$ cat src/rtl/run_ctrl.sv
// run_ctrl: sequences CPU reset, counts run/retired cycles, stops on halt PC, self-loop or timeout
// Ports: clk, rst (sync, active-high); start pulse begins a run from IDLE or DONE;
//   halt_pc/halt_pc_en arm the PC-match stop; pc_w/pc_w_valid observe writeback retirements;
//   cpu_rst/cpu_en drive the core; running/done/done_cause report state (cause 1 timeout,
//   2 pc match, 3 self-loop); cycle_count/retired_count are saturating RUN statistics.
module run_ctrl #(
   parameter int XLEN        = 32,
   parameter int CNT_W       = 32,
   parameter int RST_CYCLES  = 2,
   parameter int MAX_CYCLES  = 40,
   parameter int LOOP_REPEAT = 3
) (
   input  logic             clk,
   input  logic             rst,
   input  logic             start,
   input  logic [XLEN-1:0]  halt_pc,
   input  logic             halt_pc_en,
   input  logic [XLEN-1:0]  pc_w,
   input  logic             pc_w_valid,
   output logic             cpu_rst,
   output logic             cpu_en,
   output logic             running,
   output logic             done,
   output logic [1:0]       done_cause,
   output logic [CNT_W-1:0] cycle_count,
   output logic [CNT_W-1:0] retired_count
);
   typedef enum logic [1:0] {IDLE, RESET, RUN, DONE} state_t;
   localparam int RC = RST_CYCLES < 1 ? 1 : RST_CYCLES;
   localparam int RW = $clog2(RC + 1);
   localparam logic [CNT_W-1:0] ONES = '1;
   state_t state;
   logic [RW-1:0] rst_cnt;
   logic [XLEN-1:0] last_pc;
   logic [31:0] loop_cnt, loop_nxt;
   logic [CNT_W-1:0] cyc_nxt, ret_nxt;
   logic pc_hit, loop_hit, to_hit;
   // loop_cnt==0 means no retirement yet this run, so the first one never matches last_pc
   always_comb begin
      loop_nxt = (loop_cnt != 32'd0 && pc_w == last_pc) ? loop_cnt + 32'd1 : 32'd1;
      pc_hit   = pc_w_valid & halt_pc_en & (pc_w == halt_pc);
      loop_hit = pc_w_valid & (LOOP_REPEAT != 0) & (loop_nxt == 32'(LOOP_REPEAT));
      to_hit   = (MAX_CYCLES != 0) && (64'(cycle_count) == 64'(MAX_CYCLES) - 64'd1);
      cyc_nxt  = cycle_count == ONES ? cycle_count : cycle_count + CNT_W'(1);
      ret_nxt  = (pc_w_valid && retired_count != ONES) ? retired_count + CNT_W'(1) : retired_count;
   end
   always_ff @(posedge clk) begin
      if (rst) begin
         state         <= IDLE;
         cpu_rst       <= 1'b1;
         cpu_en        <= 1'b0;
         running       <= 1'b0;
         done          <= 1'b0;
         done_cause    <= 2'd0;
         cycle_count   <= '0;
         retired_count <= '0;
         loop_cnt      <= '0;
         last_pc       <= '0;
         rst_cnt       <= '0;
      end else begin
         case (state)
            IDLE, DONE: if (start) begin
               state         <= RESET;
               cpu_rst       <= 1'b1;
               cpu_en        <= 1'b0;
               running       <= 1'b0;
               done          <= 1'b0;
               done_cause    <= 2'd0;
               cycle_count   <= '0;
               retired_count <= '0;
               loop_cnt      <= '0;
               rst_cnt       <= RW'(RC);
            end
            RESET: if (rst_cnt <= RW'(1)) begin
               state   <= RUN;
               cpu_rst <= 1'b0;
               cpu_en  <= 1'b1;
               running <= 1'b1;
            end else rst_cnt <= rst_cnt - RW'(1);
            default: begin
               cycle_count   <= cyc_nxt;
               retired_count <= ret_nxt;
               if (pc_w_valid) begin
                  last_pc  <= pc_w;
                  loop_cnt <= loop_nxt;
               end
               if (pc_hit | loop_hit | to_hit) begin
                  state      <= DONE;
                  cpu_en     <= 1'b0;
                  running    <= 1'b0;
                  done       <= 1'b1;
                  done_cause <= pc_hit ? 2'd2 : loop_hit ? 2'd3 : 2'd1;
               end
            end
         endcase
      end
   end
endmodule

$ cat config.mk
export PLATFORM = sky130hd
export DESIGN_NAME = run_ctrl
export DESIGN_NICKNAME = d
export VERILOG_FILES = /design/src/rtl/run_ctrl.sv
export SDC_FILE = /design/constraint.sdc
export NUM_CORES = 1
export LEC_CHECK = 0
export CAP_MARGIN = 20
export CORE_MARGIN = 3
export CORE_UTILIZATION = 39
export CTS_BUF_LIST = sky130_fd_sc_hd__clkbuf_4 sky130_fd_sc_hd__clkbuf_8
export DETAILED_ROUTE_END_ITERATION = 8
export GPL_TIMING_DRIVEN = 0
export MAX_ROUTING_LAYER = met4
export PLACE_DENSITY = 0.64
export SETUP_SLACK_MARGIN = 0.3
export SYNTH_ARGS = -nofsm -noshare
export SYNTH_HDL_FRONTEND = slang
export SYNTH_SLANG_ARGS = --single-unit
$ cat constraint.sdc
create_clock -name clk -period 4.4 [get_ports clk]
set_input_delay 0.44 -clock clk [delete_from_list [all_inputs] [get_ports clk]]
set_output_delay 0.44 -clock clk [all_outputs]
set_load 0.1 [all_outputs]
==> qor.yml <==
drt:
  first_iter_violations: 507
  wire_per_inst_um: 15.7
  vias: 7502
  viasPerCell: 5.38
  routed_wl_mm: 21.9
  drt_first_pass_iters: 5
  drt.antenna.violating_nets: 0
  drcViolationCount: 0
worst_setup_path:
  cp_slowest_cell: "or4_2"
  critPathCaptureType: "flip-flop"
  required_ps: 4730
  r2r-start: "loop_cnt[0]"
  crit_chain: "ha_1 -> nand3_1 -> or4_2 -> nor3_1 -> xor2_1 -> or4_1 -> or4_4 -> a21oi_1 -> o21ai_0"
  critPathKind: "flip-flop to flip-flop"
  crit_start: "loop_cnt[0]"
  arrival_ps: 4140
  start_kind: "flip-flop"
  critPathMaxFanout: 7
  worst_path_largest_cell_delay_ps: 750
floorplanning:
  io_pins: 139
  row_count: 50
  fp.coreArea_sq_um: 18900
  start_util_pct: 40.0
  die_height_um: 145
  die_width_um: 145
  die_area_sq_um: 21100
placement:
  numPortBuffers: 138
  dp_slack_ps: 458
  hpwl_mm: 16.2
  dpl_cell_area_sq_um: 9280
  gp_congestion: 0.922
synthesis:
  yosysUniqueCellTypes: 57
  synth-edff-count: 0
  synth_cells: 963
  yosysSeqAreaShare_pct: 36.3
  ys_ff_latch: 137
  yosys.area.top_type: "dfxtp_1"
  ys_warn_count: 0
  synthesis.nets: 1040
  synth_top_area_share_pct: 36.3
  syn_area_sq_um: 7560
  syn_area_per_cell_sq_um: 7.85
  yosys-top-cells-area: "dfxtp_1 (36%), xor2_1 (9.2%), a21oi_1 (5.8%)"
  async_flop_share_pct: 0
  synth_ff_type: "dfxtp_1"
power:
  peakVddDrop_uv: 249
  powerDensity_nw_per_um2: 356
  p_leak_nw: 3.25
final_layout:
  synthToLayoutAreaGrowth_pct: 27.9
  nNetsFinal: 1199
  n_antenna_cell: 0
  fillers: 1902
  drive_gt1_share_pct: 5.46
  final_cell_area_sq_um: 9670
global_routing:
  antenna_found_initial: 0
  grt_overflow: 0
  grt_pass1_vias: 6851
  grt_max_degree: 17
  grt_pass1_wl_mm: 35.6
  track_usage_pct: 21.0
sta:
  fin_skew_ps: 17.6
  setup_violations: 0
  fin_crit_ps: 3800
  hold-worst-slack_ps: 466
  slew-limit-headroom_pct: 30.3
  clock.fmax_ghz: 0.263
  worst_pin_slew_ps: 1040
  fin_ws_ps: 596
  finalHoldViolCount: 0
  rsz0062_at_grt: "no"
  period_share_pct: 86.4
  slew_violations: 0
  fin_setup_tns_ps: 0
clocking:
  cts.sinks: 137
  cts_tree: "done"
  worst_skew_pair.late_latency_ps: 470
  cts.htree.levels: 4
  clk_pin_slew_ps: 80
  cts_root_buf: "clkbuf_8"
  cts_buffers: 17
  clockBufferDepth: 2
job:
  maxCapViolCount: 0
min_path:
  min_from: "last_pc[22]"
  hold_class: "flip-flop to flip-flop"
run_status:
  status: "complete, no violations"
[flip-flops by register name, indices dropped and copies added (netlist names)]
name	flops
done_cause	2
cycle_count	32
loop_cnt	32
state	2
rst_cnt	2
running	1
last_pc	32
done	1
retired_count	32
cpu_rst	1
[worst paths after layout]
check             endpoint  slack (ps)  depth (start not counted)
max          done_cause[0]         600                          9
min            last_pc[22]         470                          2
max reg2reg  done_cause[0]         600                          9
min reg2reg    last_pc[22]         470                          2
[metal layers]
layer / wire length (um) / GRT usage, %
met4: 289 / 6.03
met3: 1230 / 4.81
met1: 10400 / 28.1
met5: 0 / -
met2: 9900 / 31.9
[cells by family after synthesis]
logic type	share of synthesized area, %
muxes	0.546
xor gates and xnor gates	13.9
adders and majority gates	1.32
and+or+nand+nor	31.0
buffers and inverters	3.71
DFF	36.3
AOI/OAI and AO/OA	13.2
[repair_timing]
item / CTS / global route
resized for setup: 0 / 1
endpoints found under the hold margin: 0 / 0
buffers inserted: 0 / 0
hold buffers: 0 / 0
endpoints found under the setup margin: 0 / 6
[critical path: cells and delay by family (launching register included)]
kind,cells,cell delay [ps]
xor+xnor,1,110
flops,1,470
simple gates,5,2370
fa+ha+maj,1,290
compound gates,2,440
[placed cells by master (no fill, tap or decap), drive strengths merged, types with 4 or more instances in the layout]
master and instances:
nand4 34, o21ai 49, a31oi 10, nor2b 11, nor3 30, clkbuf 62, xor2 79, buf 11
nand3 38, clkinvlp 5, ha 8, inv 24, dfxtp 137, xnor2 41, a21o 5, nor4 39
nor2 85, a21oi 87, and4 12, clkdlybuf4s50 138, and2 4, nor3b 5, a311oi 6, nand2b 9
nand2 110, and3 15, or3 36, or4 8
[power breakdown]
| part | internal, mW | switching (mW) |
|---|---|---|
| clock network | 0.481 | 0.533 |
| registers | 1.31 | 0.0599 |
| logic | 0.327 | 0.727 |
| total | 2.12 | 1.32 |
[metrics by stage]
stage / util (%) / instances / power [mW]
4_1_cts: 51.2 / 1395 / 3.46
5_1_grt: 51.2 / 1395 / 3.62
3_5_place_dp: 49.1 / 1363 / 2.45
6_report: 51.2 / 1395 / 3.44
2_1_floorplan: - / 963 / 2.11
3_3_place_gp: 49.0 / 1361 / 2.44
[cell usage after synthesis (all sizes together), types with 34 or more instances]
master,instances
or3,36
a21oi,87
nand3,38
nor4,39
clkbuf,42
xor2,79
xnor2,41
dfxtp,137
nand2,110
o21ai,49
nand4,34
nor2,85
[final cells by class]
| class | instances | area (sq um) | share of cell area, % |
|---|---|---|---|
| buffer | 51 | 201 | 2.08 |
| inverter | 21 | 78.8 | 0.815 |
| multi-input combinational | 754 | 4550 | 47.0 |
| sequential | 137 | 2740 | 28.4 |
| timing repair buffer | 140 | 1390 | 14.4 |
| clock buffer | 20 | 263 | 2.72 |
| tap | 260 | 325 | 3.36 |
| clock inverter | 12 | 119 | 1.23 |
Power figures use the tool's default switching activity.
